### config.mk
export PLATFORM = sky130hd
export DESIGN_NAME = ps_sync_gen
export DESIGN_NICKNAME = d
export VERILOG_FILES = /design/src/rtl/ps_sync_gen.sv
export SDC_FILE = /design/constraint.sdc
export NUM_CORES = 1
export LEC_CHECK = 0
export CELL_PAD_IN_SITES_DETAIL_PLACEMENT = 0
export CELL_PAD_IN_SITES_GLOBAL_PLACEMENT = 1
export CORE_ASPECT_RATIO = 1.2
export CORE_MARGIN = 2
export CORE_UTILIZATION = 48
export DETAILED_ROUTE_END_ITERATION = 10
export GPL_ROUTABILITY_DRIVEN = 0
export GPL_TIMING_DRIVEN = 0
export PLACE_DENSITY_LB_ADDON = 0.3
export SYNTH_ARGS = -nofsm -noshare
export SYNTH_HDL_FRONTEND = slang
export SYNTH_SLANG_ARGS = --single-unit
### constraint.sdc
create_clock -name clk -period 6.1 [get_ports clk]
set_input_delay 0.915 -clock clk [delete_from_list [all_inputs] [get_ports clk]]
set_output_delay 0.915 -clock clk [all_outputs]
set_load 0.05 [all_outputs]
### src/rtl/ps_sync_gen.sv
// Phase-staggered multi-channel sync clock generator for switching regulators.
// Period and phase changes are staged in shadow registers and applied only at a period boundary.
module ps_sync_gen #(
   parameter int NCH     = 3,
   parameter int DW      = 8,
   parameter int MIN_PER = 1
) (
   input  logic              clk,
   input  logic              rst_n,
   input  logic              enable,
   input  logic [DW-1:0]     cfg_period,
   input  logic [NCH*DW-1:0] cfg_phase,
   input  logic              cfg_strobe,
   output logic              cfg_pending,
   output logic [NCH-1:0]    ps_sync,
   output logic              frame,
   output logic              running
);

   typedef enum logic {IDLE, RUN} state_t;

   localparam logic [DW-1:0] MIN_P = DW'(MIN_PER);

   state_t        state;
   logic [DW-1:0] m;
   logic [DW-1:0] act_per;
   logic [DW-1:0] act_phase [NCH];
   logic [DW-1:0] sh_per;
   logic [DW-1:0] sh_phase  [NCH];

   logic [DW-1:0] raw_per;
   logic [DW-1:0] load_per;
   logic [DW-1:0] load_phase [NCH];
   logic [DW:0]   load_len;
   logic [DW:0]   act_len;
   logic [DW:0]   half_len;
   logic [NCH-1:0] hit;
   logic          wrap;

   // A strobe arriving together with the IDLE->RUN transition is applied directly at entry.
   always_comb begin
      raw_per  = (state == IDLE && cfg_strobe) ? cfg_period : sh_per;
      load_per = (raw_per < MIN_P) ? MIN_P : raw_per;
      load_len = {1'b0, load_per} + 1'b1;
      for (int i = 0; i < NCH; i++) begin
         load_phase[i] = (state == IDLE && cfg_strobe) ? cfg_phase[i*DW +: DW] : sh_phase[i];
         if ({1'b0, load_phase[i]} >= load_len) begin
            load_phase[i] = '0;
         end
      end
   end

   // Channel position wraps once at most because active phases are always below the period length.
   always_comb begin
      act_len  = {1'b0, act_per} + 1'b1;
      half_len = act_len >> 1;
      wrap     = (m == act_per);
      hit      = '0;
      for (int i = 0; i < NCH; i++) begin
         logic [DW:0] pos;
         pos = {1'b0, m} + {1'b0, act_phase[i]};
         if (pos >= act_len) begin
            pos = pos - act_len;
         end
         hit[i] = (pos < half_len);
      end
   end

   always_ff @(posedge clk or negedge rst_n) begin
      if (!rst_n) begin
         state       <= IDLE;
         m           <= '0;
         act_per     <= MIN_P;
         sh_per      <= MIN_P;
         cfg_pending <= 1'b0;
         ps_sync     <= '0;
         frame       <= 1'b0;
         for (int i = 0; i < NCH; i++) begin
            act_phase[i] <= '0;
            sh_phase[i]  <= '0;
         end
      end else begin
         if (cfg_strobe) begin
            sh_per      <= cfg_period;
            cfg_pending <= 1'b1;
            for (int i = 0; i < NCH; i++) begin
               sh_phase[i] <= cfg_phase[i*DW +: DW];
            end
         end
         case (state)
            IDLE: begin
               ps_sync <= '0;
               frame   <= 1'b0;
               m       <= '0;
               if (enable) begin
                  state       <= RUN;
                  act_per     <= load_per;
                  act_phase   <= load_phase;
                  cfg_pending <= 1'b0;
               end
            end
            RUN: begin
               if (!enable) begin
                  state   <= IDLE;
                  m       <= '0;
                  ps_sync <= '0;
                  frame   <= 1'b0;
               end else begin
                  ps_sync <= hit;
                  frame   <= wrap;
                  if (wrap) begin
                     m <= '0;
                     // Only a strobe seen before this cycle is applied; one landing here waits a period.
                     if (cfg_pending) begin
                        act_per     <= load_per;
                        act_phase   <= load_phase;
                        cfg_pending <= cfg_strobe;
                     end
                  end else begin
                     m <= m + 1'b1;
                  end
               end
            end
            default: state <= IDLE;
         endcase
      end
   end

   assign running = (state == RUN);

endmodule
==> impl_metrics.ini, run 1 <==
[status]
outcome = finished clean

[placement]
buffer_ports.inserted = 40
hpwlAfterDp_um = 15400
dpl-instance-area_sq_um = 8040
placement.setup.worst_slack_ns = 0.869

[routing]
drt-total-wl_um = 18600
num_vias = 6139
detail_route.wl_per_cell_um = 17.2
detailedRoute.firstIterationViolations = 338
drtAntennaViolNets = 0
firstDrtPassIters = 5
vias_per_cell = 5.68
drc = 0

[logic_synthesis]
syn-mean-instance-area_sq_um = 8.99
yosys_top_cell_by_area = sky130_fd_sc_hd__dfrtp_1
yosys.cell_count.top_type = sky130_fd_sc_hd__nand2_1
synth-seq-cells = 78
syn_inst = 819
synth-main-ff-cell = sky130_fd_sc_hd__dfrtp_1
synthesis.yosys.warnings = 0
count_of_different_cell_masters_after_synthesis = 66
yosysTopAreaCellShare_pct = 25.8
synthArstFlopShare_pct = 100
synth_enable_flop_cells = 0
synth_top_cells_by_area = sky130_fd_sc_hd__dfrtp_1, sky130_fd_sc_hd__ha_1, sky130_fd_sc_hd__nand2_1, sky130_fd_sc_hd__mux2_2, sky130_fd_sc_hd__xor2_1
syn-num-nets = 960
ys_seq_area_share_pct = 26.6
synth.cells.most_frequent = sky130_fd_sc_hd__nand2_1, sky130_fd_sc_hd__ha_1, sky130_fd_sc_hd__dfrtp_1, sky130_fd_sc_hd__nor2_1, sky130_fd_sc_hd__mux2_2
post_synth_instance_area_sq_um = 7360

[timing]
finClkSkew_ns = 0.00644
finalWorstPathRequiredPeriod_ns = 5.32
maxSlewHeadroom_pct = 35.5
final_max_slew_viol_count = 0
highest_achievable_clock_rate_mhz = 188
worst-slew-pin-transition_ns = 0.964
tns_ns = 0
hold_viol_final = 0
post-route-period-util_pct = 87.3
postLayoutSetupSlackWorst_ns = 0.778
rsz0062_at_grt = no
setup_viol = 0
timing.hold.ws_ns = 0.493

[global_route]
antenna_found_initial = 0
global_route.usage.met2_pct = 41.7
global_route.usage.met3_pct = 2.79
grt_util_met1_pct = 29.2
grt-busiest-layer = met2
overflow = 0
global_route_wire_length_before_repair_um = 30600
total_track_usage_pct = 23.8
grt_start_max_net_pins = 47
grt_pass1_vias = 6185

[worst_setup_path]
critical_path_peak_fanout = 10
cp_top_family = compound AO/OA/AOI/OAI gates
timing.critical_path.to_type = flop
worstPathRequired_ns = 6.38
timing_worst_setup_path_type = flop to flop
timing.critical_path.from_type = flop
crit_chain = inv_1 -> fa_1 -> nor2b_1 -> o21ai_0 -> a21o_1 -> nand2b_1 -> xor2_1 -> ha_1 -> and3_1 -> and4_1 -> o31ai_2 -> nand3_1 -> buf_6 -> nor2_1 -> a21oi_1 -> ha_1 -> a21o_1 -> a21o_1 -> a2111oi_0 -> nand4_1 -> nand3b_1 -> and3_1
worst_path_most_repeated_cell = sky130_fd_sc_hd__a21o_1
worst-endpoint-arrival_ns = 5.60
worst_setup_path_startpoint = m[1]
regToRegEndpoint = ps_sync[2]
worstPathBufferInverterCount = 2
cpPeakStageDelay_ns = 0.65
timing.critical_path.slowest_stage_cell = sky130_fd_sc_hd__dfrtp_1
worst-r2r-setup-slack_ns = 0.78
r2r.worst_path.cells = 22
rr_startpoint = m[1]

[clocking]
clock_tree.root_cell = sky130_fd_sc_hd__clkbuf_16
clock_tree.buffer_depth = 2
post_cts_setup_bufs = 0
h-tree-depth = 3
cts_made_buffers = 9
clk-insertion-delay-late_ns = 0.34
cts-hold-fix-buffers = 0
clkTransAtPathRegs_ns = 0.06
post_cts_resize_count = 0
tritoncts = built
cts.sinks = 78

[cells_and_area]
drive_above_1_share_pct = 9.70
fill_cells = 1369
area.growth.synth_to_final_pct = 13.7
antenna_fix_cells = 0
layout.nets = 1012
finished_layout_cell_area_sq_um = 8360

[min_path]
holdCritStartpoint = act_phase[20]
cells_on_worst_hold_path = 2
hp-class = flop to flop
min_delay_worst_endpoint = act_phase[20]

[floorplanning]
die_area_sq_um = 16300
rows = 49
start_util_pct = 49.0
die-height_um = 140
ports = 42
width_of_the_chip_um = 117
core_sq_um = 15000

[power]
p_leak_nw = 3.93
power.density_nw_per_um2 = 352
vdd_ir_drop_max_v = 0.000153

[flow_run]
timing.max_cap.violations = 0
==> layer usage <==
layer / share of wire (%) / vias to the layer above
li1: - / 3104
met1: 44 / 2870
met2: 50 / 129
met3: 2.6 / 36
met4: 3.8 / 0
met5: 0 / -
==> power by group <==
part	total (mW)	switching, mW	leakage [nW]	internal, mW
clock	0.581	0.213	0.154	0.368
sequential	0.663	0.0654	0.967	0.598
combinational	1.70	0.948	2.81	0.753
==> cell usage in the layout, fill, tap and decap left out, types with 25 or more instances in the layout <==
master | Yosys | routed
sky130_fd_sc_hd__a21oi_1 | 33 | 33
sky130_fd_sc_hd__clkdlybuf4s50_1 | 0 | 39
sky130_fd_sc_hd__dfrtp_1 | 76 | 76
sky130_fd_sc_hd__ha_1 | 99 | 99
sky130_fd_sc_hd__inv_1 | 25 | 25
sky130_fd_sc_hd__mux2_2 | 34 | 34
sky130_fd_sc_hd__nand2_1 | 155 | 155
sky130_fd_sc_hd__nor2_1 | 48 | 48
sky130_fd_sc_hd__o21ai_0 | 31 | 31
sky130_fd_sc_hd__xnor2_1 | 27 | 27
sky130_fd_sc_hd__xor2_1 | 31 | 31
==> logic make-up (layout without fill, tap and decap cells) <==
group                    count (synthesis)  in the layout  synth area share, %
flip-flops                              78             78                 26.6
adder cells (fa/ha/maj)                105            105                 18.5
AND/OR/NAND/NOR                        287            287                 17.7
AO/OA/AOI/OAI                          186            186                 18.6
buffers and inverters                   49            106                 3.47
XOR/XNOR                                58             58                 6.90
multiplexers                            56             56                 8.31
==> state kept, by name (all words and copies together) (netlist names) <==
register and flops:
cfg_pending 1, act_phase 24, running 1, sh_phase 24
sh_per 8, ps_sync 3, act_per 8, m 8
frame 1
==> tightest hold or removal path: stages (launching register included) <==
cell                      delay [ns]
sky130_fd_sc_hd__dfrtp_1        0.35
sky130_fd_sc_hd__nand2_1        0.06
sky130_fd_sc_hd__nand2_1        0.06
==> stage by stage <==
step / total power, mW / instances / util (%)
floorplan: 1.96 / 819 / -
global route: 3.20 / 1080 / 55.7
global placement: 2.28 / 1063 / 53.4
CTS: 2.96 / 1080 / 55.7
finish: 2.94 / 1080 / 55.7
detailed placement: 2.36 / 1064 / 53.5
==> worst max-delay path by stage <==
stage | endpoint | slack (ns) | cells after the start
3_5_place_dp | ps_sync[2] | 0.87 | 22
5_1_grt | ps_sync[2] | 0.43 | 22
3_3_place_gp | ps_sync[2] | 1.04 | 20
6_report | ps_sync[2] | 0.78 | 22
4_1_cts | ps_sync[2] | 0.84 | 22
2_1_floorplan | ps_sync[2] | 1.63 | 19
==> layout make-up <==
cell class | instances | area (sq um) | area share, %
buffer | 24 | 161 | 1.93
clock buffer | 10 | 239 | 2.86
clock inverter | 6 | 85.1 | 1.02
inverter | 25 | 93.8 | 1.12
multi-input combinational | 692 | 5150 | 61.6
sequential | 78 | 1950 | 23.4
tap | 204 | 255 | 3.05
timing repair buffer | 41 | 425 | 5.09
Power figures use the tool's default switching activity.
==> inputs of run 2 (changes only) <==
==> constraint.sdc (replaced) <==
create_clock -name clk -period 5.04 [get_ports clk]
set_input_delay 0.756 -clock clk [delete_from_list [all_inputs] [get_ports clk]]
set_output_delay 0.756 -clock clk [all_outputs]
set_load 0.05 [all_outputs]
==> run 2 against run 1 <==
  * Via count grew 0.90%
  * Critical path type unchanged
  * Sequential power grew 21%
  * Combinational power grew 24%
  * Flip-flop and latch count is the same
  * Setup slack lost 0.62 ns
  * Non-clock buffer count grew 6
  * Global-route usage grew 0.16 points
  * Fmax grew 8.9%
  * Hold slack lost 0.13 ns
  * Largest power group unchanged
  * Final cell count grew 0.56%
==> impl_metrics.ini, run 2 (synthesis results as in run 1) <==
[cells_and_area]
area_taken_by_multi_input_logic_gates_sq_um = 5190
fill_cells = 1365
sequential_cell_area_sq_um = 1960
drive_above_1_share_pct = 11.1
layout.cells.most_common = sky130_fd_sc_hd__nand2_1
layout.nets = 1018
finished_layout_cell_area_sq_um = 8470
area.growth.synth_to_final_pct = 15.0
most-common-layout-cells = sky130_fd_sc_hd__nand2_1, sky130_fd_sc_hd__ha_1, sky130_fd_sc_hd__dfrtp_1
antenna_fix_cells = 0
largestRegisters = act_phase x24, sh_phase x24

[floorplanning]
width_of_the_chip_um = 117
core_sq_um = 15000
rows = 49
ports = 42
die_area_sq_um = 16300
start_util_pct = 49.0
die-height_um = 140

[timing]
postLayoutSetupSlackWorst_ns = 0.154
hold_viol_final = 0
post-route-period-util_pct = 96.9
rsz0062_at_grt = yes
final_max_slew_viol_count = 0
timing.hold.ws_ns = 0.363
setup_viol = 0
highest_achievable_clock_rate_mhz = 205
worst-slew-pin-transition_ns = 0.962
finClkSkew_ns = 0.00587
finalWorstPathRequiredPeriod_ns = 4.89
maxSlewHeadroom_pct = 35.7

[clocking]
clock_tree.buffer_depth = 2
cts_made_buffers = 9
clock_tree.root_cell = sky130_fd_sc_hd__clkbuf_16
cts.sinks = 78
h-tree-depth = 3
clk-insertion-delay-late_ns = 0.34
clkTransAtPathRegs_ns = 0.06
tritoncts = built

[power]
vdd_ir_drop_max_v = 0.000186
power.density_nw_per_um2 = 426
netSwitchingPower_mw = 1.50
sw_frac_of_total_pct = 41.6
clockPowerShare_pct = 19.5
seqPwrFrac_pct = 22.2
internal-power_mw = 2.11
p_leak_nw = 3.98
power.share.combinational_pct = 58.3

[worst_setup_path]
timing.critical_path.from_type = flop
worst-endpoint-arrival_ns = 5.17
cpPeakStageDelay_ns = 0.44
timing.critical_path.slowest_stage_cell = sky130_fd_sc_hd__dfrtp_2
worstPathBufferInverterCount = 1
worstPathRequired_ns = 5.32
crit_chain = ha_1 -> a21o_1 -> a211oi_1 -> nor2_1 -> o41ai_2 -> xnor2_1 -> ha_1 -> and3_1 -> and4_1 -> o31ai_4 -> nand3_1 -> buf_6 -> nor2_1 -> a21oi_1 -> ha_1 -> a21o_1 -> a21o_1 -> a2111oi_2 -> nand4_1 -> nand3b_1 -> and3_1
timing.critical_path.to_type = flop
worst-r2r-setup-slack_ns = 0.15
critical_path_peak_fanout = 10
cp_top_family = compound AO/OA/AOI/OAI gates
timing_worst_setup_path_type = flop to flop

[routing]
vias_per_cell = 5.70
firstDrtPassIters = 5
drtAntennaViolNets = 0
detailedRoute.firstIterationViolations = 328
drc = 0
num_vias = 6194
detail_route.wl_per_cell_um = 17.2
drt-total-wl_um = 18700

[global_route]
total_track_usage_pct = 24.0
grt_pass1_vias = 6209
grt_start_max_net_pins = 47
overflow = 0
antenna_found_initial = 0
global_route_wire_length_before_repair_um = 30700

[flow_run]
timing.max_cap.violations = 0

[placement]
hpwlAfterDp_um = 15400
dpl-instance-area_sq_um = 8040
placement.setup.worst_slack_ns = -0.191
buffer_ports.inserted = 40

[status]
outcome = finished clean

[min_path]
hp-class = input port to asynchronous set/reset pin
==> run 2: repair_timing <==
action / 4_1_cts / 5_1_grt
hold endpoints to repair: 0 / 0
gates resized for setup: 3 / 7
endpoints found under the setup margin: 2 / 3
pin swaps: 0 / 1
hold buffers: 0 / 0
setup buffers: 2 / 4
==> run 2: layer usage <==
layer,global-route usage (%),vias up,share of wire [%]
met1,29.2,2903,42
met3,2.79,45,2.7
met4,9.72,0,4.1
met5,0,-,0
met2,42.3,136,51
li1,-,3110,-
==> run 2: worst reg2reg max path: stages (launching register included) <==
cell                        delay [ns]
sky130_fd_sc_hd__dfrtp_2          0.44
sky130_fd_sc_hd__ha_1             0.31
sky130_fd_sc_hd__a21o_1           0.20
sky130_fd_sc_hd__a211oi_1         0.22
sky130_fd_sc_hd__nor2_1           0.11
sky130_fd_sc_hd__o41ai_2          0.29
sky130_fd_sc_hd__xnor2_1          0.23
sky130_fd_sc_hd__ha_1             0.32
sky130_fd_sc_hd__and3_1           0.21
sky130_fd_sc_hd__and4_1           0.23
sky130_fd_sc_hd__o31ai_4          0.29
sky130_fd_sc_hd__nand3_1          0.17
sky130_fd_sc_hd__buf_6            0.18
sky130_fd_sc_hd__nor2_1           0.11
sky130_fd_sc_hd__a21oi_1          0.06
sky130_fd_sc_hd__ha_1             0.30
sky130_fd_sc_hd__a21o_1           0.16
sky130_fd_sc_hd__a21o_1           0.20
sky130_fd_sc_hd__a2111oi_2        0.37
sky130_fd_sc_hd__nand4_1          0.15
sky130_fd_sc_hd__nand3b_1         0.11
sky130_fd_sc_hd__and3_1           0.15
==> run 2: per-stage QoR <==
stage | utilization, % | power [mW] | instances | TNS [ns]
after CTS | 55.9 | 3.58 | 1082 | 0
after detailed placement | 53.5 | 2.86 | 1064 | -0.191
after global routing | 56.4 | 3.92 | 1086 | -0.0863
after global placement | 53.4 | 2.76 | 1063 | -0.0232
final | 56.4 | 3.61 | 1086 | 0
after floorplan | - | 2.37 | 819 | 0
==> run 2: layout make-up <==
| cell class | count | share of cell area, % |
|---|---|---|
| repair buffers | 47 | 5.70 |
| clock buffers | 10 | 2.82 |
| well taps | 204 | 3.02 |
| inverters | 25 | 1.11 |
| plain buffers | 24 | 1.91 |
| flip-flops and latches | 78 | 23.1 |
| multi-input cells | 692 | 61.3 |
| clock inverters | 6 | 1.01 |
==> run 2: final timing paths <==
check | startpoint | end | depth (start not counted)
min in group clk | m[0] | m[0] | 1
max reg2reg | m[1] | ps_sync[2] | 21
min | rst_n | sh_phase[23] | 1
max | m[1] | ps_sync[2] | 21
max in group asynchronous | rst_n | act_per[0] | 2
min reg2reg | m[0] | m[0] | 1
==> run 2: power by group through the flow <==
stage	Sequential [mW]	Combinational, mW	Clock [mW]
floorplan	0.823	1.55	0
global placement	0.807	1.95	0
detailed placement	0.814	2.04	0
CTS	0.801	2.06	0.718
global route	0.814	2.36	0.748
finish	0.801	2.10	0.706
